**src/rtl/vm_dispense_sequencer.sv**
```systemverilog
`default_nettype none
// ----------------------------------------------------------------------------
// vm_dispense_sequencer - pulses item motors per unit, then pays greedy change. Rev 1.0
// ----------------------------------------------------------------------------
module vm_dispense_sequencer #(
  parameter int MOTOR_CYCLES  = 4,
  parameter int GAP_CYCLES    = 2,
  parameter int HOPPER_CYCLES = 2,
  parameter int TIMEOUT       = 16
) (
  input  logic       clk_i,
  input  logic       rst_ni,
  input  logic       req_valid_i,
  output logic       req_ready_o,
  input  logic [2:0] req_item_i,
  input  logic [1:0] req_amt_i,
  input  logic [5:0] req_chg_i,
  input  logic       drop_sense_i,
  output logic [4:0] motor_en_o,
  output logic [2:0] hop_en_o,
  output logic       busy_o,
  output logic       done_o,
  output logic       fault_o,
  output logic [1:0] units_left_o,
  output logic [5:0] chg_left_o
);

  localparam int MAX_A = (MOTOR_CYCLES > GAP_CYCLES) ? MOTOR_CYCLES : GAP_CYCLES;
  localparam int MAX_B = (HOPPER_CYCLES > TIMEOUT) ? HOPPER_CYCLES : TIMEOUT;
  localparam int MAXP  = (MAX_A > MAX_B) ? MAX_A : MAX_B;
  localparam int CW    = (MAXP > 1) ? $clog2(MAXP) : 1;

  // Counter is loaded with N-1 on entry so a state lasts exactly N cycles.
  localparam logic [CW-1:0] C_MOTOR = CW'(MOTOR_CYCLES - 1);
  localparam logic [CW-1:0] C_GAP   = CW'(GAP_CYCLES - 1);
  localparam logic [CW-1:0] C_HOP   = CW'(HOPPER_CYCLES - 1);
  localparam logic [CW-1:0] C_TOUT  = CW'(TIMEOUT - 1);

  localparam logic [2:0] ST_IDLE      = 3'd0;
  localparam logic [2:0] ST_VEND_ON   = 3'd1;
  localparam logic [2:0] ST_VEND_WAIT = 3'd2;
  localparam logic [2:0] ST_VEND_GAP  = 3'd3;
  localparam logic [2:0] ST_CHG_ON    = 3'd4;
  localparam logic [2:0] ST_CHG_GAP   = 3'd5;
  localparam logic [2:0] ST_DONE      = 3'd6;

  logic [2:0]    state_q, state_d;
  logic [CW-1:0] cnt_q, cnt_d;
  logic [2:0]    item_q, item_d;
  logic [1:0]    units_q, units_d;
  logic [5:0]    chg_q, chg_d;
  logic          fault_q, fault_d;
  logic [4:0]    motor_q, motor_d;
  logic [2:0]    hop_q, hop_d;
  logic          busy_q, busy_d;
  logic          done_q, done_d;
  logic          ready_q, ready_d;

  function automatic logic [2:0] pick_coin(input logic [5:0] c);
    if (c >= 6'd10)     pick_coin = 3'b100;
    else if (c >= 6'd5) pick_coin = 3'b010;
    else                pick_coin = 3'b001;
  endfunction

  function automatic logic [5:0] coin_value(input logic [2:0] h);
    case (h)
      3'b100:  coin_value = 6'd10;
      3'b010:  coin_value = 6'd5;
      3'b001:  coin_value = 6'd1;
      default: coin_value = 6'd0;
    endcase
  endfunction

  always_comb begin
    state_d = state_q;
    cnt_d   = cnt_q;
    item_d  = item_q;
    units_d = units_q;
    chg_d   = chg_q;
    fault_d = fault_q;
    case (state_q)
      ST_IDLE: begin
        if (req_valid_i) begin
          item_d = req_item_i;
          chg_d  = req_chg_i;
          if ((req_item_i <= 3'd4) && (req_amt_i != 2'd0)) begin
            units_d = req_amt_i;
            state_d = ST_VEND_ON;
            cnt_d   = C_MOTOR;
          end else begin
            units_d = 2'd0;
            if (req_chg_i != 6'd0) begin
              state_d = ST_CHG_ON;
              cnt_d   = C_HOP;
            end else begin
              state_d = ST_DONE;
            end
          end
        end
      end
      ST_VEND_ON: begin
        if (cnt_q == '0) begin
          state_d = ST_VEND_WAIT;
          cnt_d   = C_TOUT;
        end else begin
          cnt_d = cnt_q - 1'b1;
        end
      end
      ST_VEND_WAIT: begin
        if (drop_sense_i) begin
          units_d = units_q - 2'd1;
          state_d = ST_VEND_GAP;
          cnt_d   = C_GAP;
        end else if (cnt_q == '0) begin
          // Remaining units are abandoned; change is still owed.
          fault_d = 1'b1;
          units_d = 2'd0;
          state_d = ST_VEND_GAP;
          cnt_d   = C_GAP;
        end else begin
          cnt_d = cnt_q - 1'b1;
        end
      end
      ST_VEND_GAP: begin
        if (cnt_q == '0) begin
          if (units_q != 2'd0) begin
            state_d = ST_VEND_ON;
            cnt_d   = C_MOTOR;
          end else if (chg_q != 6'd0) begin
            state_d = ST_CHG_ON;
            cnt_d   = C_HOP;
          end else begin
            state_d = ST_DONE;
          end
        end else begin
          cnt_d = cnt_q - 1'b1;
        end
      end
      ST_CHG_ON: begin
        if (cnt_q == '0) begin
          chg_d   = chg_q - coin_value(hop_q);
          state_d = ST_CHG_GAP;
          cnt_d   = C_GAP;
        end else begin
          cnt_d = cnt_q - 1'b1;
        end
      end
      ST_CHG_GAP: begin
        if (cnt_q == '0) begin
          if (chg_q != 6'd0) begin
            state_d = ST_CHG_ON;
            cnt_d   = C_HOP;
          end else begin
            state_d = ST_DONE;
          end
        end else begin
          cnt_d = cnt_q - 1'b1;
        end
      end
      ST_DONE: state_d = ST_IDLE;
      default: state_d = ST_IDLE;
    endcase

    // Outputs are registered from the next state so they align with it.
    motor_d = (state_d == ST_VEND_ON) ? 5'(5'b00001 << item_d) : 5'b00000;
    hop_d   = (state_d == ST_CHG_ON) ? pick_coin(chg_d) : 3'b000;
    busy_d  = (state_d != ST_IDLE);
    done_d  = (state_d == ST_DONE);
    ready_d = (state_d == ST_IDLE);
  end

  always_ff @(posedge clk_i or negedge rst_ni) begin
    if (!rst_ni) begin
      state_q <= ST_IDLE;
      cnt_q   <= '0;
      item_q  <= 3'd0;
      units_q <= 2'd0;
      chg_q   <= 6'd0;
      fault_q <= 1'b0;
      motor_q <= 5'd0;
      hop_q   <= 3'd0;
      busy_q  <= 1'b0;
      done_q  <= 1'b0;
      ready_q <= 1'b1;
    end else begin
      state_q <= state_d;
      cnt_q   <= cnt_d;
      item_q  <= item_d;
      units_q <= units_d;
      chg_q   <= chg_d;
      fault_q <= fault_d;
      motor_q <= motor_d;
      hop_q   <= hop_d;
      busy_q  <= busy_d;
      done_q  <= done_d;
      ready_q <= ready_d;
    end
  end

  assign req_ready_o  = ready_q;
  assign motor_en_o   = motor_q;
  assign hop_en_o     = hop_q;
  assign busy_o       = busy_q;
  assign done_o       = done_q;
  assign fault_o      = fault_q;
  assign units_left_o = units_q;
  assign chg_left_o   = chg_q;

endmodule
`default_nettype wire

```
**config.mk**
```make
export PLATFORM = sky130hd
export DESIGN_NAME = vm_dispense_sequencer
export DESIGN_NICKNAME = d
export VERILOG_FILES = /design/src/rtl/vm_dispense_sequencer.sv
export SDC_FILE = /design/constraint.sdc
export NUM_CORES = 1
export LEC_CHECK = 0
export ABC_AREA = 0
export CAP_MARGIN = 20
export CORE_MARGIN = 2
export CORE_UTILIZATION = 55
export DETAILED_ROUTE_END_ITERATION = 10
export DONT_BUFFER_PORTS = 1
export PLACE_DENSITY = 0.79
export REMOVE_ABC_BUFFERS = 1
export SLEW_MARGIN = 20
export SYNTH_ARGS = -nofsm -noshare
export SYNTH_HDL_FRONTEND = slang
export SYNTH_SLANG_ARGS = --single-unit
```
**constraint.sdc**
```tcl
create_clock -name clk_i -period 2.6 [get_ports clk_i]
set_input_delay 0.39 -clock clk_i [delete_from_list [all_inputs] [get_ports clk_i]]
set_output_delay 0.39 -clock clk_i [all_outputs]
set_load 0.01 [all_outputs]
```
==> metrics.md, run 1 <==
| Metric | Value |
|---|---|
| Status | `complete, no violations` |
| Clock-pin slew on the worst setup and hold paths | `0.11 ns` |
| Worst Hold Margin | `0.1521 ns` |
| Synth area leaders | `dfrtp_1 (39%), ha_1 (4.0%), inv_1 (3.6%), nor2_1 (3.2%), o21ai_0 (2.7%)` |
| IO Pins | `35` |
| Gr usage total | `around a quarter` |
| Clock power share | `16.2%` |
| Clk_lat worst skew | `between 0.3 and 0.4 ns` |
| DR iter-0 viols | `132` |
| Pins Over Slew Limit | `0` |
| Leakage power | `around 0.92 nW` |
| Hold Vio Cnt, Final | `0` |
| Cell Area, Synth | `between 0.0015 and 0.002 mm^2` |
| Skew final | `0.01332 ns` |
| WP data required | `~2.8 ns` |
| Setup ws final | `0.05103 ns` |
| Area Overhead vs Synth | `15.38%` |
| Critical path's largest stage delay | `0.40 ns` |
| Fin crit share | `98.04%` |
| Switch Pwr | `0.001325 W` |
| Vias in the first global route | `1653` |
| Clock buffer count from CTS | `5` |
| Routed Antenna Nets | `0` |
| Count of cell types in the netlist | `56` |
| Die Y | `62.32 um` |
| H-tree depth | `2` |
| Max frequency | `0.3923 GHz` |
| Hold Crit Class | `in2reg` |
| Top cell type by total area after synthesis | `dfrtp_1` |
| Sequential cell area fraction in the yosys report | `40.20%` |
| Share of cells above drive strength 1 | `approximately a fifth` |
| Wire length of the first global-routing pass | `7.852 mm` |
| Avg Cell Area, Syn | `9.593 um^2` |
| Die area | `0.003883 mm^2` |
| Max Cap Viol | `0` |
| Crit path launch type | `flip-flop` |
| HPWL after DPL | `3.373 mm` |
| Cell mode on critical path | `xnor2_1` |
| Placer Congestion | `approximately 0.94` |
| NumNets Final | `235` |
| Commonest cells post-synth | `dfrtp_1 (29), inv_1 (18), nor2_1 (16), nand2_1 (11), o21ai_0 (10)` |
| Synth Instances | `195` |
| Crit path cell chain | `xnor2_1, nor2_1, ha_2, inv_2, fa_2, xnor2_1, nor3_1, a221o_1, or2_1, nor2b_1, o311a_1` |
| 1st-pass router iterations | `4` |
| Flop pwr share | `30.3%` |
| Via count | `1619` |
| Worst slack at placement | `-0.02676 ns` |
| Most common cell in the netlist | `dfrtp_1` |
| #FFs+latches synth | `30` |
| CTS tree | `yes` |
| Drt via density | `6.227` |
| Clk buf depth | `2` |
| Port Buffers | `0` |
| Min Tclk post-route | `between 2 and 3 ns` |
| Core area | `0.003311 mm^2` |
| Synth top area share | `38.80%` |
| Number of synthesized flops with an enable pin | `0` |
| Async S/R FF share, synth | `100.0%` |
| WL/cell | `17.66 um` |
| Switching share of power | `43.25%` |
| Initial antenna violation count | `0` |
| Worst vdd ir | `0.5638 mV` |
| Critical path endpoint category | `flip-flop` |
| Die width | `62.32 um` |
| Largest net degree at the start of global routing | `31` |
| Site row count | `21` |
| Worst-path fanout max | `2` |
| RSZ-0062 raised after global routing | `yes` |
| Internal power | `0.001738 W` |
| Clock root cell | `clkbuf_4` |
| GR Overflow Total | `0` |
| Final setup vio count | `0` |
| Drt total wl | `4.591 mm` |
| Pwr dens | `1419 mW/mm^2` |
| Antenna cells | `0` |
| Top FF cell, synth | `dfrtp_1` |
| CP max-delay cell | `dfrtp_1` |
| CP arrival | `2.77 ns` |
| Synth warn | `0` |
| CTS Sinks | `30` |
| Slew HR | `49.22%` |
| Gate power share | `53.6%` |
| Initial Utilization | `about 57%` |
| CP Class | `reg2reg` |
| Tightest Pin Transition | `between 0.7 and 0.8 ns` |
| Total DRC errors in the routed layout | `0` |
## power by group through the flow
| stage | Combinational (W) | Clock [W] | Sequential [W] |
|---|---|---|---|
| final | 0.00164 | 0.000496 | 0.000927 |
| after global routing | 0.00183 | 0.000529 | 0.000956 |
| after CTS | 0.00157 | 0.000505 | 0.000921 |
| after detailed placement | 0.00152 | 0 | 0.000929 |
| after global placement | 0.00145 | 0 | 0.000914 |
| after floorplan | 0.00106 | 0 | 0.000927 |
## timing repair
action | in CTS | in global routing
buffers inserted | 1 | 1
endpoints found under the setup margin | 3 | 5
hold buffers | 2 | 0
gates resized for setup | 1 | 6
pin swaps | 2 | 10
hold endpoints to repair | 30 | 0
## sequential cells by signal, indices dropped and copies added (netlist names)
register      flops
state_q           3
done_o            1
motor_en_o        5
units_left_o      2
hop_en_o          3
fault_o           1
cnt_q             4
busy_o            1
req_ready_o       1
chg_left_o        6
item_q            3
## layout make-up
cell class | count | area, um^2
clock buffers | 6 | 51.30
repair buffers | 18 | 150.1
inverters | 18 | 67.56
flip-flops and latches | 30 | 752.0
clock inverters | 2 | 60.06
well taps | 46 | 57.56
multi-input cells | 140 | 1020
fillers | 275 | 1152
## stage by stage
| stage | cells | power [W] | utilization, % | instance area, um^2 | TNS (ns) |
|---|---|---|---|---|---|
| final | 260 | 0.003063 | 65.19 | 2158 | 0 |
| after global routing | 260 | 0.003317 | 65.19 | 2158 | -0.2332 |
| after CTS | 259 | 0.002998 | 64.55 | 2137 | -0.001619 |
| after detailed placement | 248 | 0.002450 | 59.86 | 1982 | -0.02676 |
| after global placement | 248 | 0.002368 | 59.86 | 1982 | 0 |
| after floorplan | 188 | 0.001987 | - | 1819 | 0 |
## critical path, delay by kind of cell, from the launching register on
kind | cells | cell delay (ns)
AND/OR/NAND/NOR | 4 | 0.58
AO/OA/AOI/OAI | 2 | 0.59
adder cells (fa/ha/maj) | 2 | 0.55
XOR/XNOR | 2 | 0.27
buffers and inverters | 1 | 0.04
flip-flops | 1 | 0.40
## path summary, 6_finish.rpt
| check | cells past startpoint | slack, ns | endpoint | start |
|---|---|---|---|---|
| setup / recovery | 11 | 0.05 | hop_en_o[2] | hop_en_o[1] |
| setup reg to reg | 11 | 0.05 | hop_en_o[2] | hop_en_o[1] |
| max in group asynchronous | 2 | 1.84 | req_ready_o | rst_ni |
| min in group asynchronous | 2 | 0.50 | state_q[2] | rst_ni |
| hold / removal | 1 | 0.15 | fault_o | drop_sense_i |
| hold reg to reg | 2 | 0.55 | item_q[2] | item_q[2] |
## cell families (layout without fill, tap and decap cells)
logic type / Yosys count / in the layout / synth area share, %
AO/OA/AOI/OAI: 52 / 52 / 19.93
buffers and inverters: 25 / 44 / 6.354
multiplexers: 4 / 4 / 2.141
adder cells (fa/ha/maj): 7 / 7 / 5.084
flip-flops: 30 / 30 / 40.20
XOR/XNOR: 4 / 4 / 1.873
AND/OR/NAND/NOR: 73 / 73 / 24.42
## per-layer routing
layer  part of all wire (%)  GRT usage (%)  up-vias  wire, um
met5                      0              0        -         0
met4                    1.6          9.167        0        73
met3                    6.8          6.884        9       310
met2                     49          40.76       60      2232
met1                     43          33.92      796      1975
li1                       -              -      754         -
## cells in the final DEF, fill, tap and decap left out, types with 5 or more instances in the layout
cell and instances:
nor2_1 16, nor3_1 8, o21ai_0 10, clkbuf_4 5
inv_1 17, nor2b_1 7, nand2_1 11, a21oi_1 6
dfrtp_1 29, buf_4 16, ha_1 5
No activity file was read; power rests on OpenSTA's default activity.
==> inputs of run 2 (changes only) <==
Settings changed: GPL_TIMING_DRIVEN set to 0.
==> run 2 against run 1 <==
Net effect:
- combinational power is 10% lower
- flip-flop and latch count stayed put
- fmax is 1.4% lower
- critical path depth stayed put
- sequential power is 8% higher
- power is 6.9% lower
- die area stayed put
- critical path type unchanged
==> metrics.md, run 2 (synthesis gave the netlist of run 1 again) <==
| Metric | Value |
|---|---|
| Crit path launch type | `flip-flop (unchanged)` |
| Most frequent cells in the layout | `dfrtp_1 (27), inv_1 (17), nor2_1 (15), nand2_1 (11), o21ai_0 (10) (was dfrtp_1 (29), inv_1 (17), nor2_1 (16), buf_4 (16), nand2_1 (11))` |
| Gate power share | `51.5% (was 53.6%)` |
| Area of placed instances | `0.001877 mm^2 (was 0.001982 mm^2)` |
| Worst slack at placement | `-0.1241 ns (was -0.02676 ns)` |
| Die area | `0.003883 mm^2 (unchanged)` |
| Site row count | `21 (unchanged)` |
| WP data required | `2.82 ns (about the same)` |
| 1st-pass router iterations | `4 (unchanged)` |
| Initial antenna violation count | `0 (unchanged)` |
| Core area | `0.003311 mm^2 (unchanged)` |
| Flop pwr share | `35.1% (was 30.3%)` |
| Switching share of power | `44.60% (was 43.25%)` |
| CTS Sinks | `30 (unchanged)` |
| Slew HR | `54.65% (was 49.22%)` |
| WL/cell | `16.64 um (was 17.66 um)` |
| Clk_lat worst skew | `0.33 ns (about the same)` |
| CTS tree | `yes (unchanged)` |
| Worst Hold Margin | `0.1541 ns (was 0.1521 ns)` |
| RSZ-0062 raised after global routing | `yes (unchanged)` |
| Drt total wl | `4.177 mm (was 4.591 mm)` |
| Wire length of the first global-routing pass | `6.913 mm (was 7.852 mm)` |
| Initial Utilization | `56.50% (unchanged)` |
| Final core occ | `63.23% (was 65.19%)` |
| Share of cells above drive strength 1 | `18.54% (was 20.09%)` |
| Skew final | `0.009927 ns (was 0.01332 ns)` |
| Area Overhead vs Synth | `11.91% (was 15.38%)` |
| Clock power share | `13.3% (was 16.2%)` |
| NumNets Final | `227 (was 235)` |
| Vias in the first global route | `1501 (was 1653)` |
| Port Buffers | `0 (unchanged)` |
| GR Overflow Total | `0 (unchanged)` |
| Gr busiest metal | `met2 (unchanged)` |
| Hold Crit Class | `in2reg (unchanged)` |
| Die Y | `62.32 um (unchanged)` |
| Die width | `62.32 um (unchanged)` |
| Antenna cells | `0 (unchanged)` |
| Hold Vio Cnt, Final | `0 (unchanged)` |
| DR iter-0 viols | `122 (was 132)` |
| H-tree depth | `2 (unchanged)` |
| Via count | `1560 (was 1619)` |
| Max Cap Viol | `0 (unchanged)` |
| Total DRC errors in the routed layout | `0 (unchanged)` |
| Setup TNS | `0 ns (unchanged)` |
| HPWL after DPL | `3.050 mm (was 3.373 mm)` |
| Clock-pin slew on the worst setup and hold paths | `0.09 ns (was 0.11 ns)` |
| Worst vdd ir | `0.6811 mV (was 0.5638 mV)` |
| Switch Pwr | `0.001272 W (was 0.001325 W)` |
| Max reg flops | `6 (unchanged)` |
| GR Util met3 | `7.428% (was 6.884%)` |
| Drt via density | `6.215 (was 6.227)` |
| Setup ws final | `0.01511 ns (was 0.05103 ns)` |
| Clk buf depth | `2 (unchanged)` |
| Pwr dens | `1363 mW/mm^2 (was 1419 mW/mm^2)` |
| Design area | `0.002093 mm^2 (was 0.002158 mm^2)` |
| Pins Over Slew Limit | `0 (unchanged)` |
| Commonest non-fill, non-tap cell in the layout | `dfrtp_1 (unchanged)` |
| Tightest Pin Transition | `0.6741 ns (was 0.7547 ns)` |
| Placer Congestion | `0.9304 (was 0.9441)` |
| Fin crit share | `99.42% (was 98.04%)` |
| Critical path endpoint category | `flip-flop (unchanged)` |
| Clock buffer count from CTS | `5 (unchanged)` |
| Worst-path fanout max | `4 (was 2)` |
| GR met2 Demand/Resource | `35.73% (was 40.76%)` |
| Routed Antenna Nets | `0 (unchanged)` |
| CP arrival | `2.80 ns (was 2.77 ns)` |
| Final setup vio count | `0 (unchanged)` |
| Clock root cell | `clkbuf_4 (unchanged)` |
| Min Tclk post-route | `2.585 ns (was 2.549 ns)` |
| Internal power | `0.001580 W (was 0.001738 W)` |
| IO Pins | `35 (unchanged)` |
| Status | `complete, no violations (unchanged)` |
| Max frequency | `0.3869 GHz (was 0.3923 GHz)` |
| GRT met1 Usage | `28.74% (was 33.92%)` |
| CP Class | `reg2reg (unchanged)` |
| Largest net degree at the start of global routing | `31 (unchanged)` |
| Leakage power | `0.8764 nW (was 0.9239 nW)` |
| Gr usage total | `22.35% (was 25.64%)` |
run 2: stage by stage:
stage          instances  power (W)
2_1_floorplan        188   0.001987
3_3_place_gp         234   0.002223
3_5_place_dp         234   0.002284
4_1_cts              244   0.002744
5_1_grt              251   0.003098
6_report             251   0.002852
run 2: repair_timing:
| item | 4_1_cts | 5_1_grt |
|---|---|---|
| buffers inserted | 1 | 7 |
| resized for setup | 7 | 5 |
| hold endpoints to repair | 30 | 0 |
| setup endpoints to repair | 3 | 8 |
| pin swaps | 6 | 8 |
| hold buffers | 2 | 0 |
run 2: per-layer routing:
layer	wire, um	vias up	share of wire (%)
met2	2031	75	49
li1	-	742	-
met1	1671	732	40
met3	400	11	9.6
met4	73	0	1.7
met5	0	-	0
run 2: worst max-delay path, cell delays in order (launching register included):
cell	delay [ns]
dfrtp_2	0.46
xnor2_1	0.14
nor2_1	0.10
ha_2	0.20
inv_2	0.04
fa_2	0.34
a21o_1	0.17
a211oi_2	0.20
xnor2_1	0.16
o221ai_2	0.16
buf_4	0.20
o311a_1	0.31
run 2: final timing paths:
| path | start | end | slack, ns | depth (start not counted) |
|---|---|---|---|---|
| setup reg to reg | hop_en_o[1] | hop_en_o[2] | 0.02 | 11 |
| max in group asynchronous | rst_ni | req_ready_o | 1.87 | 2 |
| setup / recovery | hop_en_o[1] | hop_en_o[2] | 0.02 | 11 |
| hold reg to reg | item_q[2] | item_q[2] | 0.53 | 2 |
| min in group asynchronous | rst_ni | chg_left_o[4] | 0.49 | 2 |
| hold / removal | drop_sense_i | fault_o | 0.15 | 1 |
run 2: power groups by stage:
stage,Combinational [W],Sequential (W),Clock [W]
2_1_floorplan,0.00106,0.000927,0
3_3_place_gp,0.00123,0.000990,0
3_5_place_dp,0.00129,0.000998,0
4_1_cts,0.00136,0.000997,0.000390
5_1_grt,0.00166,0.00104,0.000405
6_report,0.00147,0.00100,0.000381
run 2: final cells by class:
type,instances,area (um^2)
fillers,287,1217
clock inverters,1,30.03
inverters,18,67.56
clock buffers,6,51.30
repair buffers,10,90.09
multi-input cells,140,1042
flip-flops and latches,30,754.5
well taps,46,57.56
==> inputs of run 3 (changes only) <==
Settings changed: PLACE_DENSITY 0.79 to not set, PLACE_DENSITY_LB_ADDON set to 0.12.
==> run 3 against run 2 <==
Net effect:
- the run now ends with negative setup slack left
- count of clock-buffer cells in the layout unchanged
- clock power down 20%
- worst hold slack worse by 0.020 ns
==> metrics.md, run 3 (synthesis gave the netlist of run 1 again) <==
| Metric | Value |
|---|---|
| CP bufs+invs | `1 (was 2)` |
| Die width | `62.32 um (unchanged)` |
| CP delay by family, top | `simple AND/OR/NAND/NOR gates (was compound AO/OA/AOI/OAI gates)` |
| Total DRC errors in the routed layout | `0 (unchanged)` |
| Max reg flops | `6 (unchanged)` |
| Min Tclk post-route | `2.706 ns (was 2.585 ns)` |
| Worst-path fanout max | `4 (unchanged)` |
| Initial antenna violation count | `0 (unchanged)` |
| Layout Cells excl Fill | `253 (was 251)` |
| Final core occ | `62.51% (was 63.23%)` |
| DR iter-0 viols | `134 (was 122)` |
| Pins Over Slew Limit | `0 (unchanged)` |
| 1st-pass router iterations | `4 (unchanged)` |
| Vias in the first global route | `1544 (was 1501)` |
| Max Cap Viol | `0 (unchanged)` |
| Crit path cell chain | `xnor2_1, nor2_1, ha_2, inv_2, fa_2, xnor2_1, nor3_1, a221o_1, or2_1, nor2b_1, o311a_1 (was xnor2_1, nor2_1, ha_2, inv_2, fa_2, a21o_1, a211oi_2, xnor2_1, o221ai_2, buf_4, o311a_1)` |
| Crit path launch type | `flip-flop (unchanged)` |
| Fin crit share | `104.1% (was 99.42%)` |
| CTS Sinks | `30 (unchanged)` |
| Design area | `0.002069 mm^2 (was 0.002093 mm^2)` |
| Slew HR | `56.38% (was 54.65%)` |
| CP arrival | `2.93 ns (was 2.80 ns)` |
| CP Class | `reg2reg (unchanged)` |
| Failing checks | `negative setup slack` |
| Clock-pin slew on the worst setup and hold paths | `0.10 ns (was 0.09 ns)` |
| Area Overhead vs Synth | `10.64% (was 11.91%)` |
| Leakage power | `0.8622 nW (was 0.8764 nW)` |
| Pwr dens | `1349 mW/mm^2 (was 1363 mW/mm^2)` |
| Hold path cells | `1 (unchanged)` |
| GR met2 Demand/Resource | `39.27% (was 35.73%)` |
| GRT met1 Usage | `31.01% (was 28.74%)` |
| Gr busiest metal | `met2 (unchanged)` |
| Wire length of the first global-routing pass | `7.314 mm (was 6.913 mm)` |
| WP data required | `2.83 ns (was 2.82 ns)` |
| Setup ws final | `-0.1063 ns (was 0.01511 ns)` |
| GR Util met3 | `5.797% (was 7.428%)` |
| Drt via density | `6.296 (was 6.215)` |
| Die Y | `62.32 um (unchanged)` |
| NumNets Final | `228 (was 227)` |
| CP max-delay cell | `dfrtp_2 (unchanged)` |
| WL/cell | `17.55 um (was 16.64 um)` |
| H-tree depth | `2 (unchanged)` |
| Largest net degree at the start of global routing | `31 (unchanged)` |
| Port Buffers | `0 (unchanged)` |
| Max frequency | `0.3695 GHz (was 0.3869 GHz)` |
| Endpoint, Worst Hold | `fault_o (unchanged)` |
| Clk buf depth | `2 (unchanged)` |
| Critical R2R Launch | `hop_en_o[1] (unchanged)` |
| Cell mode on critical path | `xnor2_1 (unchanged)` |
| Clock root cell | `clkbuf_4 (unchanged)` |
| Initial Utilization | `56.50% (unchanged)` |
| Antenna cells | `0 (unchanged)` |
| Register-to-register setup slack | `-0.11 ns (was 0.02 ns)` |
| Status | `finished with violations (was complete, no violations)` |
| Placer Congestion | `0.8392 (was 0.9304)` |
| Gr usage total | `23.98% (was 22.35%)` |
| Setup TNS | `-0.1442 ns (was 0 ns)` |
| Share of cells above drive strength 1 | `18.84% (was 18.54%)` |
| GR Overflow Total | `0 (unchanged)` |
| Core area | `0.003311 mm^2 (unchanged)` |
| Die area | `0.003883 mm^2 (unchanged)` |
| Routed Antenna Nets | `0 (unchanged)` |
| Area of placed instances | `0.001877 mm^2 (unchanged)` |
| Skew final | `0.01013 ns (was 0.009927 ns)` |
| IO Pins | `35 (unchanged)` |
| RSZ-0062 raised after global routing | `yes (unchanged)` |
| HPWL after DPL | `3.166 mm (was 3.050 mm)` |
| Clk_lat worst skew | `0.34 ns (was 0.33 ns)` |
| Drt total wl | `4.441 mm (was 4.177 mm)` |
| R2R depth | `11 (unchanged)` |
| Via count | `1593 (was 1560)` |
| CTS tree | `yes (unchanged)` |
| Critical path's largest stage delay | `0.46 ns (about the same)` |
| Hold Vio Cnt, Final | `0 (unchanged)` |
| Commonest non-fill, non-tap cell in the layout | `dfrtp_1 (unchanged)` |
| Critical path endpoint category | `flip-flop (unchanged)` |
| Cells after DPL | `234 (unchanged)` |
| Min-delay src | `drop_sense_i (unchanged)` |
| Worst vdd ir | `0.8170 mV (was 0.6811 mV)` |
| Clock buffer count from CTS | `5 (unchanged)` |
| Hold Crit Class | `in2reg (unchanged)` |
| Most frequent cells in the layout | `dfrtp_1 (27), inv_1 (17), nor2_1 (16), nand2_1 (11), o21ai_0 (10) (was dfrtp_1 (27), inv_1 (17), nor2_1 (15), nand2_1 (11), o21ai_0 (10))` |
| Final setup vio count | `2 (was 0)` |
| Tightest Pin Transition | `0.6542 ns (was 0.6741 ns)` |
| Crit Reg-Reg Endpoint | `hop_en_o[2] (unchanged)` |
| Site row count | `21 (unchanged)` |
run 3: layer usage:
metal,up-vias,part of all wire [%]
met5,-,0
met2,60,51
li1,740,-
met1,786,42
met3,7,5.9
met4,0,1.4
run 3: repair_timing:
action,in CTS,in global routing
setup endpoints to repair,5,12
pin swaps,8,5
hold buffers,2,0
setup buffers,3,6
gates resized for setup,9,2
hold endpoints to repair,30,0
run 3: stage by stage:
stage	worst slack, ns	total power [W]	hold WS [ns]
global route	-0.1844	0.003021	0.1323
detailed placement	-0.1372	0.002294	0.09503
finish	-0.1063	0.002791	0.1338
floorplan	0.1478	0.001987	0.09441
CTS	-0.01913	0.002692	0.1272
global placement	-0.06635	0.002235	0.09499
run 3: cell type report:
class / instances / area, um^2
clock buffer: 6 / 51.30
tap: 46 / 57.56
multi-input combinational: 140 / 1028
clock inverter: 2 / 12.51
fill: 287 / 1241
inverter: 18 / 67.56
timing repair buffer: 11 / 97.59
sequential: 30 / 754.5
run 3: worst max-delay path by stage:
| stage | start | endpoint | slack [ns] | cells after the start |
|---|---|---|---|---|
| finish | hop_en_o[1] | hop_en_o[2] | -0.11 | 11 |
| global route | hop_en_o[1] | hop_en_o[2] | -0.18 | 11 |
| CTS | hop_en_o[1] | hop_en_o[0] | -0.02 | 11 |
| detailed placement | hop_en_o[1] | hop_en_o[0] | -0.14 | 11 |
| global placement | hop_en_o[1] | hop_en_o[2] | -0.07 | 11 |
| floorplan | hop_en_o[1] | hop_en_o[2] | 0.15 | 11 |
run 3: where the power goes:
part	internal, W	switching (W)	leakage (nW)
Combinational	0.000690	0.000791	0.460
Clock	0.000130	0.000174	0.0343
Sequential	0.000667	0.000339	0.368
